`src/rtl/axi_rd_mem_slave_if.sv`:
```
// AXI read-channel bundle plus the SRAM read port of the memory slave.
// Pure wiring, no latency.
// The master drives AR/RREADY and mem_rdata; the slave drives the rest.
interface axi_rd_mem_slave_if;
  logic        ARVALID;
  logic        ARREADY;
  logic [31:0] ARADDR;
  logic [2:0]  ARPROT;
  logic [7:0]  ARLEN;
  logic        RVALID;
  logic        RREADY;
  logic [63:0] RDATA;
  logic [1:0]  RRESP;
  logic        RLAST;
  logic        mem_en;
  logic [31:0] mem_addr;
  logic [63:0] mem_rdata;
  // Protection bits of the request in flight, kept for observability.
  logic [2:0]  ARPROT_q;

  modport slave (
    input  ARVALID, ARADDR, ARPROT, ARLEN, RREADY, mem_rdata,
    output ARREADY, RVALID, RDATA, RRESP, RLAST, mem_en, mem_addr, ARPROT_q
  );

  modport master (
    output ARVALID, ARADDR, ARPROT, ARLEN, RREADY, mem_rdata,
    input  ARREADY, RVALID, RDATA, RRESP, RLAST, mem_en, mem_addr, ARPROT_q
  );
endinterface

```
`src/rtl/axi_rd_mem_slave.sv`:
```
// AXI read slave in front of a synchronous-read SRAM, one burst at a time, per-beat range/alignment check.
// Latency: AR handshake to first RVALID is LAT+2 edges; each further beat costs at least LAT+3 cycles.
// Backpressure: a beat holds RVALID/RDATA/RRESP/RLAST until RREADY; ARREADY only in IDLE.
module axi_rd_mem_slave #(
  parameter int unsigned LAT  = 2,
  parameter logic [31:0] BASE = 32'h8000_0000,
  parameter logic [31:0] SIZE = 32'h0800_0000
) (
  input logic              ACLK,
  input logic              ARESETn,
  axi_rd_mem_slave_if.slave bus
);

  localparam logic [2:0] S_IDLE = 3'd0;
  localparam logic [2:0] S_WAIT = 3'd1;
  localparam logic [2:0] S_READ = 3'd2;
  localparam logic [2:0] S_CAPT = 3'd3;
  localparam logic [2:0] S_RESP = 3'd4;

  localparam int          CW   = (LAT < 2) ? 1 : $clog2(LAT + 1);
  localparam bit          LAT0 = (LAT == 0);
  localparam logic [32:0] LO   = {1'b0, BASE};
  localparam logic [32:0] HI   = {1'b0, BASE} + {1'b0, SIZE};

  logic [2:0]    r_state;
  logic [CW-1:0] r_cnt;
  logic [31:0]   r_addr;
  logic [7:0]    r_len;
  logic [7:0]    r_beat;
  logic [2:0]    r_prot;
  logic          r_rvalid;
  logic [63:0]   r_rdata;
  logic [1:0]    r_rresp;
  logic          r_rlast;

  logic          w_last;
  logic          w_do_check;
  logic [31:0]   w_chk_addr;
  logic [7:0]    w_chk_beat;
  logic [7:0]    w_chk_len;
  logic          w_misal;
  logic          w_oor;
  logic          w_chk_err;
  logic [1:0]    w_chk_resp;

  assign w_last = (r_beat == r_len);

  // Beat-check runs on the edge a beat starts: after the wait count, or
  // straight from AR accept / previous beat's handshake when LAT is zero.
  assign w_do_check = ((r_state == S_IDLE) && bus.ARVALID && LAT0) ||
                      ((r_state == S_WAIT) && (r_cnt == CW'(1))) ||
                      ((r_state == S_RESP) && bus.RREADY && !w_last && LAT0);

  // Select the address/beat the starting beat will use.
  always_comb begin
    w_chk_addr = r_addr;
    w_chk_beat = r_beat;
    w_chk_len  = r_len;
    if (r_state == S_IDLE) begin
      w_chk_addr = bus.ARADDR;
      w_chk_beat = 8'd0;
      w_chk_len  = bus.ARLEN;
    end else if (r_state == S_RESP) begin
      w_chk_addr = r_addr + 32'd8;
      w_chk_beat = r_beat + 8'd1;
    end
  end

  assign w_misal    = |w_chk_addr[2:0];
  assign w_oor      = ({1'b0, w_chk_addr} < LO) || ({1'b0, w_chk_addr} >= HI);
  assign w_chk_err  = w_misal || w_oor;
  assign w_chk_resp = w_misal ? 2'b10 : 2'b11;

  // Protection bits are captured with each accepted request.
  always_ff @(posedge ACLK) begin
    if (!ARESETn) begin
      r_prot <= 3'd0;
    end else if ((r_state == S_IDLE) && bus.ARVALID) begin
      r_prot <= bus.ARPROT;
    end
  end

  // Burst sequencer: wait states, SRAM access, capture and response hold.
  always_ff @(posedge ACLK) begin
    if (!ARESETn) begin
      r_state  <= S_IDLE;
      r_cnt    <= '0;
      r_addr   <= 32'd0;
      r_len    <= 8'd0;
      r_beat   <= 8'd0;
      r_rvalid <= 1'b0;
      r_rdata  <= 64'd0;
      r_rresp  <= 2'b00;
      r_rlast  <= 1'b0;
    end else if (w_do_check) begin
      r_addr <= w_chk_addr;
      r_beat <= w_chk_beat;
      r_len  <= w_chk_len;
      if (w_chk_err) begin
        // Error beats skip the SRAM and go straight to the response.
        r_state  <= S_RESP;
        r_rvalid <= 1'b1;
        r_rdata  <= 64'd0;
        r_rresp  <= w_chk_resp;
        r_rlast  <= (w_chk_beat == w_chk_len);
      end else begin
        r_state  <= S_READ;
        r_rvalid <= 1'b0;
        r_rlast  <= 1'b0;
      end
    end else begin
      case (r_state)
        S_IDLE: begin
          if (bus.ARVALID) begin
            r_addr  <= bus.ARADDR;
            r_len   <= bus.ARLEN;
            r_beat  <= 8'd0;
            r_cnt   <= CW'(LAT);
            r_state <= S_WAIT;
          end
        end
        S_WAIT: r_cnt <= r_cnt - CW'(1);
        S_READ: r_state <= S_CAPT;
        S_CAPT: begin
          r_rdata  <= bus.mem_rdata;
          r_rresp  <= 2'b00;
          r_rvalid <= 1'b1;
          r_rlast  <= w_last;
          r_state  <= S_RESP;
        end
        S_RESP: begin
          if (bus.RREADY) begin
            r_rvalid <= 1'b0;
            r_rlast  <= 1'b0;
            if (w_last) begin
              r_state <= S_IDLE;
            end else begin
              r_addr  <= r_addr + 32'd8;
              r_beat  <= r_beat + 8'd1;
              r_cnt   <= CW'(LAT);
              r_state <= S_WAIT;
            end
          end
        end
        default: r_state <= S_IDLE;
      endcase
    end
  end

  assign bus.ARREADY  = (r_state == S_IDLE) && ARESETn;
  assign bus.RVALID   = r_rvalid;
  assign bus.RDATA    = r_rdata;
  assign bus.RRESP    = r_rresp;
  assign bus.RLAST    = r_rlast;
  assign bus.mem_en   = (r_state == S_READ);
  assign bus.mem_addr = (r_state == S_READ) ? r_addr : 32'd0;
  assign bus.ARPROT_q = r_prot;

endmodule

```
`src/flat_wrapper.sv`:
```
// flat-port wrapper written by rule: the top's interface ports become plain ports
module axi_rd_mem_slave_flat 
#(
  parameter int unsigned LAT  = 2,
  parameter logic [31:0] BASE = 32'h8000_0000,
  parameter logic [31:0] SIZE = 32'h0800_0000
)
  (ACLK, ARESETn, bus_ARVALID, bus_ARADDR, bus_ARPROT, bus_ARLEN, bus_RREADY, bus_mem_rdata, bus_ARREADY, bus_RVALID, bus_RDATA, bus_RRESP, bus_RLAST, bus_mem_en, bus_mem_addr, bus_ARPROT_q);
  axi_rd_mem_slave_if bus_i ();
  input logic ACLK;
  input logic ARESETn;
  input wire logic [$bits(bus_i.ARVALID)-1:0] bus_ARVALID;
  input wire logic [$bits(bus_i.ARADDR)-1:0] bus_ARADDR;
  input wire logic [$bits(bus_i.ARPROT)-1:0] bus_ARPROT;
  input wire logic [$bits(bus_i.ARLEN)-1:0] bus_ARLEN;
  input wire logic [$bits(bus_i.RREADY)-1:0] bus_RREADY;
  input wire logic [$bits(bus_i.mem_rdata)-1:0] bus_mem_rdata;
  output wire logic [$bits(bus_i.ARREADY)-1:0] bus_ARREADY;
  output wire logic [$bits(bus_i.RVALID)-1:0] bus_RVALID;
  output wire logic [$bits(bus_i.RDATA)-1:0] bus_RDATA;
  output wire logic [$bits(bus_i.RRESP)-1:0] bus_RRESP;
  output wire logic [$bits(bus_i.RLAST)-1:0] bus_RLAST;
  output wire logic [$bits(bus_i.mem_en)-1:0] bus_mem_en;
  output wire logic [$bits(bus_i.mem_addr)-1:0] bus_mem_addr;
  output wire logic [$bits(bus_i.ARPROT_q)-1:0] bus_ARPROT_q;
  assign bus_i.ARVALID = bus_ARVALID;
  assign bus_i.ARADDR = bus_ARADDR;
  assign bus_i.ARPROT = bus_ARPROT;
  assign bus_i.ARLEN = bus_ARLEN;
  assign bus_i.RREADY = bus_RREADY;
  assign bus_i.mem_rdata = bus_mem_rdata;
  assign bus_ARREADY = bus_i.ARREADY;
  assign bus_RVALID = bus_i.RVALID;
  assign bus_RDATA = bus_i.RDATA;
  assign bus_RRESP = bus_i.RRESP;
  assign bus_RLAST = bus_i.RLAST;
  assign bus_mem_en = bus_i.mem_en;
  assign bus_mem_addr = bus_i.mem_addr;
  assign bus_ARPROT_q = bus_i.ARPROT_q;
  axi_rd_mem_slave #(.LAT(LAT), .BASE(BASE), .SIZE(SIZE)) u_core (.ACLK(ACLK), .ARESETn(ARESETn), .bus(bus_i));
endmodule
```
`config.mk`:
```
export PLATFORM = sky130hd
export DESIGN_NAME = axi_rd_mem_slave_flat
export DESIGN_NICKNAME = d
export VERILOG_FILES = /design/src/rtl/axi_rd_mem_slave_if.sv /design/src/rtl/axi_rd_mem_slave.sv /design/src/flat_wrapper.sv
export SDC_FILE = /design/constraint.sdc
export NUM_CORES = 1
export LEC_CHECK = 0
export ABC_AREA = 1
export CAP_MARGIN = 20
export CORE_ASPECT_RATIO = 0.8
export CORE_MARGIN = 8
export CORE_UTILIZATION = 48
export DETAILED_ROUTE_END_ITERATION = 7
export PLACE_DENSITY = 0.92
export SETUP_SLACK_MARGIN = 0.3
export SYNTH_ARGS = -nofsm -noshare
export SYNTH_HDL_FRONTEND = slang
export SYNTH_SLANG_ARGS = --single-unit
```
`constraint.sdc`:
```
create_clock -name ACLK -period 2.7 [get_ports ACLK]
set_clock_uncertainty 0.2 [all_clocks]
set_input_delay 0.54 -clock ACLK [delete_from_list [all_inputs] [get_ports ACLK]]
set_output_delay 0.54 -clock ACLK [all_outputs]
set_load 0.01 [all_outputs]
```
Word-level counts from Yosys, hierarchy flattened
Index checks and enable logic that the tools add are counted.
{"block": "word_totals", "elab_cells": 93, "reg_bits": 124, "in_bits": 111}
{"block": "op_classes", "order_cmp": 2, "n_bitwise": 1, "n_reduce_logical": 19, "eq_ne": 15, "mux": 43, "n_addsub": 3}
{"op": "32-bit 2-to-1 mux", "n": 7}
{"op": "64-bit 2-to-1 mux", "n": 3}
{"op": "8-bit 2-to-1 mux", "n": 10}
{"op": "32-bit one-hot mux with 2 select lines", "n": 1}
{"op": "32-bit by 4-bit adder with 32-bit output (second input constant)", "n": 1}
{"op": "32-bit >= comparator (second input constant)", "n": 1}
{"op": "32-bit less-than comparator (second input constant)", "n": 1}
{"op": "8-bit == test", "n": 2}
{"op": "8-bit one-hot mux with 2 select lines", "n": 1}
{"op": "3-bit one-hot mux with 5 select lines", "n": 1}
{"op": "2-bit 2-to-1 mux", "n": 6}
{"op": "3-bit 2-to-1 mux", "n": 4}
{"op": "3-bit nonzero test", "n": 3}
{"op": "8-bit by 1-bit adder with 8-bit output (second input constant)", "n": 1}
{"op": "2-bit != test (second input constant)", "n": 4}
{"op": "1-bit 2-to-1 mux", "n": 7}
{"op": "3-bit by 2-bit == test with 1-bit output (second input constant)", "n": 2}
{"op": "3-bit by 2-bit != test with 1-bit output (second input constant)", "n": 2}
{"op": "2-bit one-hot mux with 3 select lines", "n": 1}
{"op": "2-bit AND reduction", "n": 3}
{"op": "2-bit nonzero test", "n": 3}
{"op": "5-bit AND reduction", "n": 1}
{"op": "1-bit one-hot mux with 2 select lines", "n": 2}
{"op": "4-bit AND reduction", "n": 1}
{"op": "other kinds (12)", "n": 15}

Longest topological paths before layout
Gate-level depths: netlist of run 1.
{"block": "logic_depth", "word_depth": 8, "depth_mapped": 17, "ltp_nobuf": 16}

Worst setup path after synthesis of run 1
Ideal clock, no wire load.
{"block": "synth_path", "path_type": "register to register", "from": "register u_core.r_state[0]", "to": "register u_core.r_rlast, in the netlist u_core.bus.RLAST", "required_ps": 2430, "setup_slack_ps": 238, "t_arrival_ps": 2192, "stages_incl_launch_ff": 16, "synth_period_minus_slack_ps": 2462, "path_buffers": 2, "path_cell_list": "dfxtp_1 -> nor2_1 -> nand2_1 -> inv_2 -> buf_2 -> clkbuf_1 -> ha_1 -> nor2_1 -> nand2_1 -> nand2_1 -> nand2_1 -> nor2_1 -> nand4_1 -> nor2_1 -> nand3_1 -> a21oi_1"}
{"block": "synth_via", "elab_chain_len": 8, "elab_cells_between_ends": 22}
{"element": "start: declaration", "line_no": "axi_rd_mem_slave.sv:25", "text": "logic [2:0] r_state;"}
{"element": "start signal: assignment", "line_no": "axi_rd_mem_slave.sv:86", "text": "r_state <= S_IDLE;"}
{"element": "start signal: assignment", "line_no": "axi_rd_mem_slave.sv:101", "text": "r_state <= S_RESP;"}
{"element": "start signal: assignment", "line_no": "axi_rd_mem_slave.sv:107", "text": "r_state <= S_READ;"}
{"element": "3-bit == test"}
{"element": "32-bit 2-to-1 mux", "line_no": "axi_rd_mem_slave.sv:63", "text": "end else if (r_state == S_RESP) begin"}
{"element": "32-bit 2-to-1 mux", "line_no": "axi_rd_mem_slave.sv:59", "text": "if (r_state == S_IDLE) begin"}
{"element": "32-bit less-than comparator / 32-bit >= comparator (equally long branches)", "line_no": "axi_rd_mem_slave.sv:70", "text": "assign w_oor = ({1'b0, w_chk_addr} < LO) || ({1'b0, w_chk_addr} >= HI);"}
{"element": "1-bit logical OR", "line_no": "axi_rd_mem_slave.sv:70"}
{"element": "1-bit logical OR", "line_no": "axi_rd_mem_slave.sv:71", "text": "assign w_chk_err = w_misal || w_oor;"}
{"element": "1-bit 2-to-1 mux", "line_no": "axi_rd_mem_slave.sv:99", "text": "if (w_chk_err) begin"}
{"element": "1-bit 2-to-1 mux", "line_no": "axi_rd_mem_slave.sv:95", "text": "end else if (w_do_check) begin"}
{"element": "end signal: assignment", "line_no": "axi_rd_mem_slave.sv:105", "text": "r_rlast <= (w_chk_beat == w_chk_len);"}
{"element": "end signal: assignment", "line_no": "axi_rd_mem_slave.sv:128", "text": "r_rlast <= w_last;"}
{"element": "end: declaration", "line_no": "axi_rd_mem_slave.sv:34", "text": "logic r_rlast;"}
Several ways; a longest one is shown, not always the timed one.
A chain may end at the register's enable or synchronous reset.

Worst setup path after layout of run 1
{"block": "layout_path", "from": "register u_core.r_addr[17]", "to": "register u_core.r_rdata[31], in the netlist u_core.bus.RDATA[31]"}
{"block": "layout_via", "elab_chain_len": 8, "elab_cells_between_ends": 9}
{"element": "start: declaration", "line_no": "axi_rd_mem_slave.sv:27", "text": "logic [31:0] r_addr;"}
{"element": "start signal: assignment", "line_no": "axi_rd_mem_slave.sv:96", "text": "r_addr <= w_chk_addr;"}
{"element": "start signal: assignment", "line_no": "axi_rd_mem_slave.sv:115", "text": "r_addr <= bus.ARADDR;"}
{"element": "start signal: assignment", "line_no": "axi_rd_mem_slave.sv:138", "text": "r_addr <= r_addr + 32'd8;"}
{"element": "32-bit by 4-bit adder with 32-bit output", "line_no": "axi_rd_mem_slave.sv:64", "text": "w_chk_addr = r_addr + 32'd8;"}
{"element": "32-bit 2-to-1 mux *", "line_no": "axi_rd_mem_slave.sv:63"}
{"element": "32-bit 2-to-1 mux *", "line_no": "axi_rd_mem_slave.sv:59"}
{"element": "32-bit less-than comparator / 32-bit >= comparator (equally long branches)", "line_no": "axi_rd_mem_slave.sv:70"}
{"element": "1-bit logical OR *", "line_no": "axi_rd_mem_slave.sv:70"}
{"element": "1-bit logical OR *", "line_no": "axi_rd_mem_slave.sv:71"}
{"element": "2-bit != test (no source line) *"}
{"element": "2-bit AND reduction (no source line) *"}
{"element": "end signal: assignment", "line_no": "axi_rd_mem_slave.sv:125", "text": "r_rdata <= bus.mem_rdata;"}
{"element": "end: declaration", "line_no": "axi_rd_mem_slave.sv:32", "text": "logic [63:0] r_rdata;"}
Mark *: on every way between the ends. The rest lies on a longest branch, timed or not.

==> impl_metrics.py, run 1 <==
metrics = {
    "setup_path": {
        "critPathMaxFanout": 9,
        "cp.arrival_ps": 2730,
        "end_kind": "flip-flop",
        "worstSetupPathType": "flip-flop to flip-flop",
        "cp_top_family": "simple AND/OR/NAND/NOR gates",
        "cpPeakStageDelay_ps": 370,
        "required_ps": 2870,
        "slowest_stage": "dfxtp_2",
        "path_cells": "nand2_1 > nor2_2 > nand2_1 > nor2_2 > nand2_1 > nand2_1 > nand2_1 > nand2_1 > nand2_2 > nor2_4 > nand3_4 > nand2_8 > buf_4 > clkbuf_16 > nand3_2 > a21oi_2",
        "cp-start-kind": "flip-flop",
        "cpMostUsedCell": "nand2_1",
        "path_buf_inv": 2,
    },
    "drt": {
        "wire_per_inst_um": 17.80,
        "drtIter0Drc": 1023,
        "vias_per_cell": 5.712,
        "wirelength_mm": 26.40,
        "drt.antenna.violating_nets": 0,
        "drc": 0,
        "via_count": 8471,
        "dr.pass1.iters": 5,
    },
    "finish": {
        "nNetsFinal": 1401,
        "insertedDiodeCount": 0,
        "drive_gt1_share_pct": 17.94,
        "area_delta_synth_final_pct": 47.44,
        "final_area_sq_um": 10410,
        "filler_cell_count": 1130,
    },
    "synthesis": {
        "synth_ff_type": "dfxtp_1",
        "synth_edf_count": 0,
        "syn_area_sq_um": 7063,
        "ys_seq_elements": 124,
        "synth_cells": 1070,
        "syn_nets": 1185,
        "synth_top_cell_area_share_pct": 35.15,
        "synth.most_common_cell": "nand2_1",
        "synth-async-reset-ratio_pct": 0,
        "synth.avg_cell_area_sq_um": 6.601,
        "ys_types": 45,
        "synth_top_area_cell": "dfxtp_1",
        "synth_common_cells": "265 x nand2_1, 124 x dfxtp_1, 96 x a21oi_1, 95 x inv_1, 94 x nor2_1",
        "yosys-top-cells-area": "dfxtp_1 35%, nand2_1 14%, a21oi_1 6.8%, o21ai_0 6.2%, nand3_1 6.0%",
        "ys_seq_area_share_pct": 35.15,
        "yosys_warnings": 0,
    },
    "pwr": {
        "ir_worst_vdd_v": 0.0005724,
        "p_total_uw": 5688,
        "p_leak_uw": 0.003926,
        "powerDensity_nw_per_um2": 546.2,
    },
    "sta": {
        "finalSetupViolations": 0,
        "hold_viol": 0,
        "max_slew_margin_pct": 30.77,
        "timing.final.crit_share_pct": 94.79,
        "maxSlewViolCount": 0,
        "rsz0062_at_grt": "true",
        "period_needed_ps": 2559,
        "worstMarginPinSlew_ps": 1037,
        "fin_setup_tns_ps": 0,
        "fmax_mhz": 390.7,
    },
    "clock_network": {
        "clkSlewWorstSetupHoldPaths_ps": 60,
        "htree_levels": 4,
        "clock_latency_ps": 430,
        "clkSinkCount": 124,
        "hold_buffers": 0,
        "cts_root_buf": "clkbuf_16",
        "clk_path_buf_depth": 2,
        "cts_buffers": 17,
        "cts_tree": "done",
    },
    "die": {
        "die_w_um": 151.6,
        "rows": 39,
        "die_area_sq_um": 18880,
        "io_pins": 216,
        "core-area_sq_um": 14350,
        "die_y_um": 124.5,
        "initial_core_util_pct": 49.23,
    },
    "place": {
        "place_area_sq_um": 9400,
        "place.gp.congestion": 0.9737,
        "place_hpwl_mm": 17.73,
        "port_buffers": 215,
    },
    "run_status": {
        "status": "completed",
    },
    "grt": {
        "first_global_vias": 7966,
        "grt_max_degree": 81,
        "grt_overflow": 0,
        "grtUsageTotal_pct": 26.48,
        "grt_pass1_wl_mm": 40.50,
        "antenna_found_initial": 0,
    },
    "min_path": {
        "holdCritPathClass": "flip-flop to flip-flop",
    },
    "flow_run": {
        "drv_cap": 0,
    },
}
[worst register-to-register path, stage by stage, from the launching register on]
cell	delay, ps
dfxtp_2	370
nand2_1	110
nor2_2	200
nand2_1	110
nor2_2	150
nand2_1	100
nand2_1	70
nand2_1	40
nand2_1	90
nand2_2	100
nor2_4	150
nand3_4	110
nand2_8	130
buf_4	160
clkbuf_16	170
nand3_2	70
a21oi_2	150
[sequential cells by signal, indices dropped and copies added (netlist names)]
| signal | count |
|---|---|
| u_core.bus.RVALID | 1 |
| u_core.bus.RLAST | 1 |
| u_core.r_state | 3 |
| u_core.r_len | 8 |
| u_core.r_cnt | 2 |
| u_core.bus.RRESP | 2 |
| u_core.bus.ARPROT_q | 3 |
| u_core.r_beat | 8 |
| u_core.bus.RDATA | 64 |
| u_core.r_addr | 32 |
[cells by family after synthesis]
kind of cell | after synthesis | share of synthesized area (%)
and+or+nand+nor | 511 | 32.49
AOI/OAI and AO/OA | 259 | 21.06
buffers and inverters | 167 | 9.973
DFF | 124 | 35.15
xor gates and xnor gates | 5 | 0.6201
adders and majority gates | 4 | 0.7086
[layout by cell type (no fill, tap or decap), types with 6 or more instances in the layout]
cell             count
a21oi_1             88
clkdlybuf4s50_1    181
a31oi_1             19
o21ai_1              8
nand2_2             12
a21oi_2             28
dfxtp_1            103
buf_2                6
nand3_2             26
clkinv_4             6
inv_1               95
buf_4               31
nor2_2              12
clkdlybuf4s15_2     25
nand4_1             13
buf_12               6
o211ai_1             7
nor2_1              88
nand2_1            257
nand3_1             80
nor2_4               8
clkbuf_16           21
o21ai_0             84
dfxtp_2             20
[through the flow]
| stage | hold WS (ps) | std cells | setup slack [ps] | utilization, % |
|---|---|---|---|---|
| 3_3_place_gp | 252.5 | 1432 | -2.382 | 65.52 |
| 5_1_grt | 287.7 | 1483 | 90.74 | 72.59 |
| 3_5_place_dp | 262.1 | 1432 | 30.60 | 65.52 |
| 2_1_floorplan | 263.7 | 1070 | 347.3 | - |
| 6_report | 266.1 | 1483 | 140.7 | 72.59 |
| 4_1_cts | 270.3 | 1469 | 211.3 | 70.32 |
[routing by layer]
| metal | global-route usage, % | routed length [um] |
|---|---|---|
| met5 | 0 | 0 |
| met4 | 11.05 | 882 |
| met3 | 7.262 | 2873 |
| met2 | 42.44 | 12550 |
| met1 | 32.63 | 10090 |
[layout make-up]
| class | count | area [sq um] | area share, % |
|---|---|---|---|
| clock buffer | 17 | 425.4 | 4.085 |
| sequential | 124 | 2511 | 24.11 |
| clock inverter | 15 | 117.6 | 1.129 |
| multi-input combinational | 779 | 4041 | 38.81 |
| timing repair buffer | 261 | 2691 | 25.84 |
| inverter | 103 | 396.6 | 3.809 |
| tap | 184 | 230.2 | 2.211 |
[what timing repair did]
action                                 in CTS  in global routing
resized for setup                         131                 47
pin swaps                                   8                 15
setup endpoints to repair                 137                152
endpoints found under the hold margin       0                  0
setup buffers                               4                  9
cloned                                      1                  5
[worst paths after layout]
kind / start / to / slack [ps] / depth (start not counted)
worst max-delay path: u_core.r_addr[17]$_SDFFE_PN0P_ / u_core.bus.RDATA[31]$_SDFFE_PN0P_ / 140 / 16
worst min-delay path: u_core.bus.RDATA[33]$_SDFFE_PN0P_ / u_core.bus.RDATA[33]$_SDFFE_PN0P_ / 270 / 2
worst max register to register: u_core.r_addr[17]$_SDFFE_PN0P_ / u_core.bus.RDATA[31]$_SDFFE_PN0P_ / 140 / 16
worst min register to register: u_core.bus.RDATA[33]$_SDFFE_PN0P_ / u_core.bus.RDATA[33]$_SDFFE_PN0P_ / 270 / 2
[report_power, final]
part	switching, uW	internal [uW]	total (uW)
Clock	928	1180	2110
Combinational	838	579	1420
Sequential	179	1980	2160
Total	1950	3740	5690
(Power assumes the default switching activity.)
==> run 2: changes to the inputs <==
--- a/config.mk
+++ b/config.mk
@@ -16,3 +16,4 @@
 export SYNTH_ARGS = -nofsm -noshare
 export SYNTH_HDL_FRONTEND = slang
 export SYNTH_SLANG_ARGS = --single-unit
+export TNS_END_PERCENT = 1
==> run 2 against run 1 <==
- flip-flop and latch count stayed put
- count of clock-buffer cells in the layout unchanged
- register-to-register slack gained 90 ps
- combinational power about the same
==> impl_metrics.py, run 2 (synthesized netlist as in run 1, its figures left out) <==
metrics = {
    "drt": {
        "drtIter0Drc": 1039,
        "via_count": 8507,
        "drc": 0,
        "dr.pass1.iters": 6,
        "wire_per_inst_um": 17.96,
        "drt.antenna.violating_nets": 0,
        "wirelength_mm": 26.59,
        "vias_per_cell": 5.748,
    },
    "finish": {
        "insertedDiodeCount": 0,
        "nNetsFinal": 1398,
        "filler_cell_count": 1176,
        "utilization_pct": 71.26,
        "final_cell_mix": "257 x nand2_1, 181 x clkdlybuf4s50_1, 99 x dfxtp_1",
        "fin_cells": 1480,
        "largest_reg_flops": 64,
        "area_delta_synth_final_pct": 44.75,
        "layout_commonest_cell": "nand2_1",
        "regArea_sq_um": 2524,
        "multiInputGateArea_sq_um": 4046,
        "drive_gt1_share_pct": 17.90,
    },
    "grt": {
        "grt_max_degree": 81,
        "grt_overflow": 0,
        "antenna_found_initial": 0,
        "grt_pass1_wl_mm": 39.68,
        "first_global_vias": 7837,
        "grtUsageTotal_pct": 25.93,
    },
    "sta": {
        "period_needed_ps": 2469,
        "max_slew_margin_pct": 33.41,
        "finalSetupViolations": 0,
        "timing.final.crit_share_pct": 91.46,
        "fin_setup_tns_ps": 0,
        "rsz0062_at_grt": "true",
        "maxSlewViolCount": 0,
        "fmax_mhz": 404.9,
        "worstMarginPinSlew_ps": 997.3,
        "hold_viol": 0,
    },
    "setup_path": {
        "path_buf_inv": 1,
        "worstSetupPathType": "flip-flop to flip-flop",
        "slowest_stage": "dfxtp_2",
        "cpPeakStageDelay_ps": 390,
        "required_ps": 2850,
        "cp.arrival_ps": 2610,
        "end_kind": "flip-flop",
        "cp-start-kind": "flip-flop",
        "path_cells": "nand2_2 > nor2_4 > nand2_1 > nor2_2 > nand2_1 > nand2_1 > nand3_2 > nand2_2 > nand2_2 > nor2_4 > nand3_4 > nand2_4 > clkbuf_16 > nand3_1 > a21oi_1",
        "critPathMaxFanout": 8,
        "cp_top_family": "simple AND/OR/NAND/NOR gates",
    },
    "run_status": {
        "status": "completed",
    },
    "clock_network": {
        "clkSlewWorstSetupHoldPaths_ps": 60,
        "htree_levels": 4,
        "cts_buffers": 17,
        "cts_root_buf": "clkbuf_16",
        "cts_tree": "done",
        "clock_latency_ps": 420,
        "clk_path_buf_depth": 2,
        "clkSinkCount": 124,
    },
    "pwr": {
        "pwr-share-comb_pct": 25.0,
        "p_seq_share_pct": 38.0,
        "p_int_uw": 3747,
        "ir_worst_vdd_v": 0.0005679,
        "powerDensity_nw_per_um2": 556.6,
        "clkPwrFrac_pct": 36.9,
        "p_sw_uw": 1943,
        "sw_frac_of_total_pct": 34.15,
        "p_total_uw": 5690,
        "p_leak_uw": 0.003923,
    },
    "place": {
        "place_inst": 1432,
        "place_hpwl_mm": 17.73,
        "port_buffers": 215,
        "place.gp.congestion": 0.9737,
    },
    "flow_run": {
        "drv_cap": 0,
    },
    "die": {
        "rows": 39,
        "io_pins": 216,
        "core-area_sq_um": 14350,
        "die_w_um": 151.6,
        "initial_core_util_pct": 49.23,
        "die_y_um": 124.5,
        "die_area_sq_um": 18880,
    },
    "min_path": {
        "holdCritPathClass": "flip-flop to flip-flop",
    },
}
==> run 2: cell type report <==
class | count | area share, %
Clock inverter | 15 | 1.150
Inverter | 103 | 3.855
Clock buffer | 17 | 4.161
Tap cell | 184 | 2.252
Sequential cell | 124 | 24.68
Multi-Input combinational cell | 780 | 39.58
Timing Repair Buffer | 257 | 24.32
==> run 2: final timing paths <==
check	slack, ps	to	start	depth (start not counted)
setup / recovery	230	u_core.bus.RDATA[48]$_SDFFE_PN0P_	u_core.r_addr[16]$_SDFFE_PN0P_	15
hold / removal	270	u_core.bus.RDATA[38]$_SDFFE_PN0P_	u_core.bus.RDATA[38]$_SDFFE_PN0P_	2
setup reg to reg	230	u_core.bus.RDATA[48]$_SDFFE_PN0P_	u_core.r_addr[16]$_SDFFE_PN0P_	15
hold reg to reg	270	u_core.bus.RDATA[38]$_SDFFE_PN0P_	u_core.bus.RDATA[38]$_SDFFE_PN0P_	2
==> run 2: what timing repair did <==
| action | 4_1_cts | 5_1_grt |
|---|---|---|
| cloned | 0 | 8 |
| setup endpoints to repair | 137 | 153 |
| pin swaps | 0 | 14 |
| buffers inserted | 0 | 8 |
| gates resized for setup | 36 | 137 |
| hold buffers | 0 | 0 |
==> run 2: power groups by stage <==
stage	Combinational, uW	Clock [uW]	Sequential, uW
after floorplan	814	0	2120
after global placement	1240	0	2160
after detailed placement	1280	0	2160
after CTS	1290	2120	2130
after global routing	1540	2220	2180
final	1420	2100	2160
==> run 2: routing by layer <==
| metal | global-route usage [%] | up-vias | wire, um |
|---|---|---|---|
| li1 | - | 3989 | - |
| met1 | 32.42 | 3931 | 10490 |
| met2 | 41.32 | 496 | 12680 |
| met3 | 6.245 | 91 | 2535 |
| met4 | 11.45 | 0 | 878 |
| met5 | 0 | - | 0 |
==> run 2: per-stage QoR <==
step | area [sq um] | hold slack [ps] | worst slack, ps
6_report | 10220 | 269.2 | 230.5
3_3_place_gp | 9400 | 252.5 | -2.382
5_1_grt | 10220 | 287.8 | 102.3
2_1_floorplan | 7064 | 263.7 | 347.3
4_1_cts | 9911 | 270.3 | 83.95
3_5_place_dp | 9400 | 262.1 | 30.60
==> run 2: worst reg2reg max path, cell delays in order (launching register included) <==
cell       delay (ps)
dfxtp_2           390
nand2_2           120
nor2_4            150
nand2_1           110
nor2_2            160
nand2_1            60
nand2_1            70
nand3_2            80
nand2_2            90
nand2_2            70
nor2_4            140
nand3_4           150
nand2_4           170
clkbuf_16         180
nand3_1            90
a21oi_1           180
